`src/rtl/letc_core_timer.sv`:
```
// Machine timer: 64-bit mtime with prescaler, 64-bit mtimecmp, registered level IRQ,
// accessed through a single-outstanding 32-bit register request/response port.
module letc_core_timer #(
   parameter int unsigned PRESCALE_W   = 8,
   parameter logic [63:0] MTIMECMP_RST = 64'hFFFF_FFFF_FFFF_FFFF
) (
   input  logic        clk,
   input  logic        rst,
   input  logic        req_valid,
   output logic        req_ready,
   input  logic        req_we,
   input  logic [2:0]  req_addr,
   input  logic [31:0] req_wdata,
   output logic        rsp_valid,
   input  logic        rsp_ready,
   output logic [31:0] rsp_rdata,
   output logic        rsp_err,
   output logic        timer_irq_pending
);

   localparam logic [2:0] ADDR_MTIME_LO = 3'd0;
   localparam logic [2:0] ADDR_MTIME_HI = 3'd1;
   localparam logic [2:0] ADDR_CMP_LO   = 3'd2;
   localparam logic [2:0] ADDR_CMP_HI   = 3'd3;
   localparam logic [2:0] ADDR_CTRL     = 3'd4;
   localparam logic [2:0] ADDR_PRESCALE = 3'd5;

   typedef enum logic [0:0] {
      IDLE = 1'b0,
      RESP = 1'b1
   } state_t;

   state_t                state_q, state_d;
   logic                  req_ready_d;
   logic                  rsp_valid_d;
   logic [31:0]           rsp_rdata_d;
   logic                  rsp_err_d;
   logic                  irq_d;

   logic [63:0]           mtime_q, mtime_d;
   logic [63:0]           cmp_q, cmp_d;
   logic                  en_q, en_d;
   logic [PRESCALE_W-1:0] prescale_q, prescale_d;
   logic [PRESCALE_W-1:0] cnt_q, cnt_d;

   logic                  tick;
   logic                  accept;
   logic                  addr_err;
   logic [31:0]           rd_val;

   // Read mux sees pre-update register values
   always_comb begin
      rd_val = 32'd0;
      case (req_addr)
         ADDR_MTIME_LO: rd_val = mtime_q[31:0];
         ADDR_MTIME_HI: rd_val = mtime_q[63:32];
         ADDR_CMP_LO:   rd_val = cmp_q[31:0];
         ADDR_CMP_HI:   rd_val = cmp_q[63:32];
         ADDR_CTRL:     rd_val = {31'd0, en_q};
         ADDR_PRESCALE: rd_val = 32'(prescale_q);
         default:       rd_val = 32'd0;
      endcase
   end

   // Next-state, response capture, register writes and timer tick
   always_comb begin
      state_d     = state_q;
      req_ready_d = req_ready;
      rsp_valid_d = rsp_valid;
      rsp_rdata_d = rsp_rdata;
      rsp_err_d   = rsp_err;

      tick       = en_q && (cnt_q == prescale_q);
      mtime_d    = tick ? (mtime_q + 64'd1) : mtime_q;
      cnt_d      = en_q ? (tick ? '0 : (cnt_q + PRESCALE_W'(1))) : cnt_q;
      cmp_d      = cmp_q;
      en_d       = en_q;
      prescale_d = prescale_q;
      irq_d      = en_q && (mtime_q >= cmp_q);

      accept   = (state_q == IDLE) && req_valid;
      addr_err = (req_addr > ADDR_PRESCALE);

      case (state_q)
         IDLE: begin
            if (accept) begin
               state_d     = RESP;
               req_ready_d = 1'b0;
               rsp_valid_d = 1'b1;
               rsp_err_d   = addr_err;
               rsp_rdata_d = (req_we || addr_err) ? 32'd0 : rd_val;
               if (req_we) begin
                  // Written mtime half overrides the tick; the other half keeps its pre-tick value
                  case (req_addr)
                     ADDR_MTIME_LO: mtime_d = {mtime_q[63:32], req_wdata};
                     ADDR_MTIME_HI: mtime_d = {req_wdata, mtime_q[31:0]};
                     ADDR_CMP_LO:   cmp_d   = {cmp_q[63:32], req_wdata};
                     ADDR_CMP_HI:   cmp_d   = {req_wdata, cmp_q[31:0]};
                     ADDR_CTRL:     en_d    = req_wdata[0];
                     ADDR_PRESCALE: begin
                        prescale_d = PRESCALE_W'(req_wdata);
                        cnt_d      = '0;
                     end
                     default: ;
                  endcase
               end
            end
         end
         RESP: begin
            if (rsp_ready) begin
               state_d     = IDLE;
               req_ready_d = 1'b1;
               rsp_valid_d = 1'b0;
               rsp_rdata_d = 32'd0;
               rsp_err_d   = 1'b0;
            end
         end
         default: state_d = IDLE;
      endcase
   end

   // Control/response registers
   always_ff @(posedge clk or posedge rst) begin
      if (rst) begin
         state_q           <= IDLE;
         req_ready         <= 1'b1;
         rsp_valid         <= 1'b0;
         rsp_rdata         <= 32'd0;
         rsp_err           <= 1'b0;
         timer_irq_pending <= 1'b0;
      end else begin
         state_q           <= state_d;
         req_ready         <= req_ready_d;
         rsp_valid         <= rsp_valid_d;
         rsp_rdata         <= rsp_rdata_d;
         rsp_err           <= rsp_err_d;
         timer_irq_pending <= irq_d;
      end
   end

   // Timer datapath registers
   always_ff @(posedge clk or posedge rst) begin
      if (rst) begin
         mtime_q    <= 64'd0;
         cmp_q      <= MTIMECMP_RST;
         en_q       <= 1'b0;
         prescale_q <= '0;
         cnt_q      <= '0;
      end else begin
         mtime_q    <= mtime_d;
         cmp_q      <= cmp_d;
         en_q       <= en_d;
         prescale_q <= prescale_d;
         cnt_q      <= cnt_d;
      end
   end

endmodule

```
`config.mk`:
```
export PLATFORM = sky130hd
export DESIGN_NAME = letc_core_timer
export DESIGN_NICKNAME = d
export VERILOG_FILES = /design/src/rtl/letc_core_timer.sv
export SDC_FILE = /design/constraint.sdc
export NUM_CORES = 1
export LEC_CHECK = 0
export BUFFER_PORTS_ARGS = -buffer_cell sky130_fd_sc_hd__buf_4
export CAP_MARGIN = 0
export CELL_PAD_IN_SITES_DETAIL_PLACEMENT = 1
export CELL_PAD_IN_SITES_GLOBAL_PLACEMENT = 1
export CORE_MARGIN = 2
export CORE_UTILIZATION = 51
export DETAILED_ROUTE_END_ITERATION = 12
export PLACE_DENSITY_LB_ADDON = 0.3
export SYNTH_ARGS = -nofsm -noshare
export SYNTH_HDL_FRONTEND = slang
export SYNTH_SLANG_ARGS = --single-unit
```
`constraint.sdc`:
```
create_clock -name clk -period 11 [get_ports clk]
set_clock_uncertainty 0.2 [all_clocks]
set_input_delay 0.55 -clock clk [delete_from_list [all_inputs] [get_ports clk]]
set_output_delay 0.55 -clock clk [all_outputs]
set_load 0.05 [all_outputs]
```
### Word level (Yosys, flattened, before mapping)

Index checks and enable logic that the tools add are counted.
W data, S select, Z words.

* logic and storage cells: 68
* output and inout bits: 36
* register bits after elaboration: 182
* input bits: 40

* magnitude comparators: 2
* equality and inequality tests: 10
* multiplexer cells: 28
* bitwise logic cells: 3
* reductions and logical operators: 10
* $add $sub $neg: 2

Operators by type and width (number)
* $mux W64: 4
* $pmux W64 S2: 2
* $pmux W32 S6: 1
* $mux W32: 3
* $add A64 B1 Y64 const B: 1
* $ge A64 B64 Y1: 1
* $pmux W32 S2: 1
* $mux W8: 6
* $reduce_and A5 Y1: 2
* $add A8 B1 Y8 const B: 1
* $eq A8 B8 Y1: 1
* $ne A4 B4 Y1 const B: 2
* $pmux W1 S2: 4
* $reduce_and A4 Y1: 2
* $mux W1: 7
* $eq A3 B2 Y1 const B: 2
* $eq A3 B3 Y1 const B: 2
* $ne A2 B2 Y1 const B: 2
* $eq A3 B1 Y1 const B: 1
* $gt A3 B3 Y1 const B: 1
* $logic_and A1 B1 Y1: 3
* $logic_not A3 Y1: 1
* $not A1 Y1: 3
* $reduce_and A2 Y1: 1
* $logic_or A1 B1 Y1: 1

### Depth between registers and ports, before layout

* depth in word-level cells: 8
* depth in mapped cells: 11
* depth with buffers taken out: 9

### Worst setup path after synthesis

Ideal clock, no wire load.

* path kind: input -> register
* from: input port req_addr[0]
* to: register mtime_q[57]
* library setup time: 126 ps
* arrival time: 2332 ps
* buffers on the path: 2
* required time: 10674 ps
* stages: 9
* path slack: 8342 ps
* cells stage by stage: clkbuf_1 > nor3b_2 > and3_1 > clkbuf_1 > nor2_1 > a21oi_1 > nor2b_1 > mux2_1 > a221o_1

* cells in the longest elaborated chain, start to end: 5
* elaborated cells between the ends (all ways): 7

RTL lines
* start: declaration: line 12 `input logic [2:0] req_addr,`
* $eq A3 B1 Y1 / $logic_not A3 Y1 (equally long branches): line 94 `case (req_addr)`
* $pmux W64 S2: line 94
* $mux W64: line 92 `if (req_we) begin`
* $mux W64: line 86 `if (accept) begin`
* $mux W64: line 84 `case (state_q)`
* end signal: assignment: line 150 `mtime_q <= mtime_d;`
* end: declaration: line 40 `logic [63:0] mtime_q, mtime_d;`

Several ways; a longest one is shown, not always the timed one.
A chain may end at the register's enable or synchronous reset.

### Worst setup path in the final report

* from: register en_q
* to: register mtime_q[62]

* cells in the longest elaborated chain, start to end: 6

RTL lines
* start: declaration: line 42 `logic en_q, en_d;`
* start signal: assignment: line 152 `en_q <= en_d;`
* $logic_and A1 B1 Y1 *: line 73 `tick = en_q && (cnt_q == prescale_q);`
* $mux W64 *: line 74 `mtime_d = tick ? (mtime_q + 64'd1) : mtime_q;`
* $pmux W64 S2: line 94
* $mux W64: line 92
* $mux W64: line 86
* $mux W64 *: line 84

Every way passes the cells marked *; elsewhere a longest branch is shown, timed or not.

==> out/qor.csv <==
metric,value,unit
cell count after synthesis,1279,
"Max FO, Critical Path",13,
r2r worst-path depth,7,
share of layout cells above drive strength 1,17.1,%
Port-buffer cells,75,
startpoint types,flop,
WP data required,11.14,ns
"Min Clock Period, post-route",3.54,ns
final hold vios,0,
Post-synth EDFFs,0,
syn_area_per_cell,8.73,um2
CP Launch Point,en_q$_DFFE_PP0P_,
top post-synthesis cells by area,"dfrtp_1 (26%), dfstp_2 (15%), nand2_1 (7.4%), ha_1 (7.4%), o21ai_0 (6.7%)",
Post-Route Setup TNS,0,ns
post-synth top area cell,dfrtp_1,
first-pass GRT wire length,63.1,mm
clk slew on worst S/H paths,0.07,ns
PD cells,200,mW/mm2
TritonCTS clock tree,built,
Synth Warn #,0,
CTS Buf Count,17,
GRT Total Usage,34.4,%
initial antenna violation count,0,
critical-path cell list,nor4bb_1 -> nand4_1 -> nor4_2 -> buf_4 -> a21o_1 -> a21oi_1 -> a221oi_1,
via-per-instance ratio,6.62,
crit path DAT,3.68,ns
"Hold-fix buffers, CTS",0,
Die Y-Extent,152,um
Initial Util,51.6,%
CTS Sinks,182,
Pins Over Slew Limit,0,
post-CTS setup buffers,0,
status,finished clean,
number of synthesized register bits,182,
Post-DRT Antenna Nets,0,
Layout Cells excl Fill,1603,
pin count of the biggest net entering global routing,131,
row cnt,54,
Main synth FF type,dfrtp_1,
# resized after CTS,0,
core area,0.0216,mm2
FF-to-FF Start,en_q$_DFFE_PP0P_,
Post-Syn Area,0.0112,mm2
fillcell total,2537,
clock latency on the worst-skew pair,0.46,ns
I/O Pins,76,
GR Overflow Total,0,
final WL,38.6,mm
die area,0.0231,mm2
detail-routed net length per standard cell,24.1,um
clk root buf,clkbuf_16,
n_diodes,0,
Synth Net Count,1385,
Syn-to-layout area delta,12.7,%
Leak,5.44,nW
"count leader, synth",nand2_1,
Post-synth ARST share,100,%
multi-input logic area,0.00599,mm2
Worst Tran Pin Value,1.40,ns
crit end category,flop,
post-synth top area share,26.2,%
vias in the first global route,11300,
via count,10600,
CTS Buffer Depth,2,
"top cells by count, synth","nand2_1 (221), o21ai_0 (149), dfrtp_1 (117)",
drc violations,0,
Cells after DPL,1571,
die width,152,um
Max Clk Rate,0.283,GHz
reg2reg setup slack,7.46,ns
max cap viols,0,
Detailed Place HPWL,25.3,mm
count of cell types in the netlist,69,
"Slowest-stage cell, CP",nor4_2,
WP buf/inv,1,
relative slew slack,6.72,%
register area,0.00464,mm2
"Period Utilization, post-route",32.2,%
Setup Crit Path Kind,flop to flop,
VDD IR-drop max,87.1,uV
"Largest stage delay, worst path",0.94,ns
final setup vio count,0,
sequential fraction of the synthesis area,41.5,%
reg2reg end,mtime_q[62]$_DFFE_PP0P_,
DR iter-0 viols,932,
Max H-tree Level,4,
RSZ-0062 raised after global routing,no,
1st-pass router iterations,5,
# nets final,1416,
"Largest delay share family, worst path",simple AND/OR/NAND/NOR gates,
worst hold path class,input pin to async pin,
GP Congestion,0.890,
## registers in the layout, summed over array words and instances (netlist names), 8 cells and up
name,cells
cnt_q,8
mtime_q,64
cmp_q,64
rsp_rdata,32
prescale_q,8
## final cells by class
class	instances	share of cell area (%)
Multi-Input combinational cell	944	47.6
Clock inverter	11	1.58
Clock buffer	21	3.50
Tap cell	280	2.78
Inverter	76	2.33
Sequential cell	182	36.8
Timing Repair Buffer	89	5.31
## placed cells by master, fill, tap and decap left out, types with 8 or more instances in the layout
master | Yosys | layout
a31oi_1 | 18 | 18
o21ai_1 | 10 | 10
and3_1 | 18 | 17
a221o_1 | 8 | 8
inv_1 | 76 | 75
nor2_1 | 62 | 57
dfstp_2 | 65 | 65
o211ai_1 | 18 | 18
buf_4 | 0 | 89
dfrtp_1 | 117 | 117
a21oi_1 | 51 | 50
a22oi_1 | 12 | 12
ha_1 | 66 | 66
o21ai_0 | 149 | 149
xor2_1 | 22 | 22
clkbuf_16 | 0 | 17
o311ai_0 | 8 | 8
a221oi_1 | 31 | 31
a22o_1 | 16 | 16
mux2_2 | 13 | 13
nand2_1 | 221 | 221
nand3_1 | 39 | 38
nor3_1 | 9 | 9
a21o_1 | 23 | 23
nand4_1 | 38 | 38
## routing by layer
layer	vias up	global-route usage (%)	routed length (um)
met5	-	0	0
met1	5377	44.9	16200
met3	115	5.73	2390
met4	0	16.0	1540
li1	4690	-	-
met2	436	56.3	18500
## worst reg2reg max path: stages, from the launching register on
cell and delay [ns]:
dfrtp_1 0.73, nor4bb_1 0.31, nand4_1 0.47, nor4_2 0.94
buf_4 0.31, a21o_1 0.13, a21oi_1 0.08, a221oi_1 0.26
## logic make-up after synthesis
group / Yosys count / share of synthesized area (%)
muxes: 24 / 2.65
AOI/OAI and AO/OA: 375 / 21.3
adders and majority gates: 66 / 7.40
buffers and inverters: 153 / 5.21
xor gates and xnor gates: 25 / 1.96
DFF: 182 / 41.5
and+or+nand+nor: 454 / 20.0
## metrics by stage
stage	total power [mW]	setup WS [ns]	hold slack, ns	utilization, %	cell area [um2]
4_1_cts	2.51	7.51	0.115	58.2	12600
2_1_floorplan	1.51	5.41	0.262	-	11200
5_1_grt	2.66	7.15	0.136	58.2	12600
6_report	2.51	7.46	0.0904	58.2	12600
3_5_place_dp	1.79	7.42	0.275	55.2	11900
3_3_place_gp	1.74	7.51	0.262	55.2	11900
## how the worst max path moves through the flow
stage	to	slack [ns]	cells after the start
after floorplan	cnt_q[0]$_DFF_PP0_	5.41	1
after global placement	mtime_q[53]$_DFFE_PP0P_	7.51	9
after detailed placement	mtime_q[53]$_DFFE_PP0P_	7.42	9
after CTS	mtime_q[62]$_DFFE_PP0P_	7.51	8
after global routing	mtime_q[62]$_DFFE_PP0P_	7.15	8
final	mtime_q[62]$_DFFE_PP0P_	7.46	7
## report_power, final
group,leakage [nW],internal (mW),switching [mW]
Clock,0.304,0.406,0.288
Sequential,2.19,0.865,0.229
Combinational,2.94,0.299,0.428
Total,5.44,1.57,0.945
Note: power is estimated with default switching activity, not from simulation.
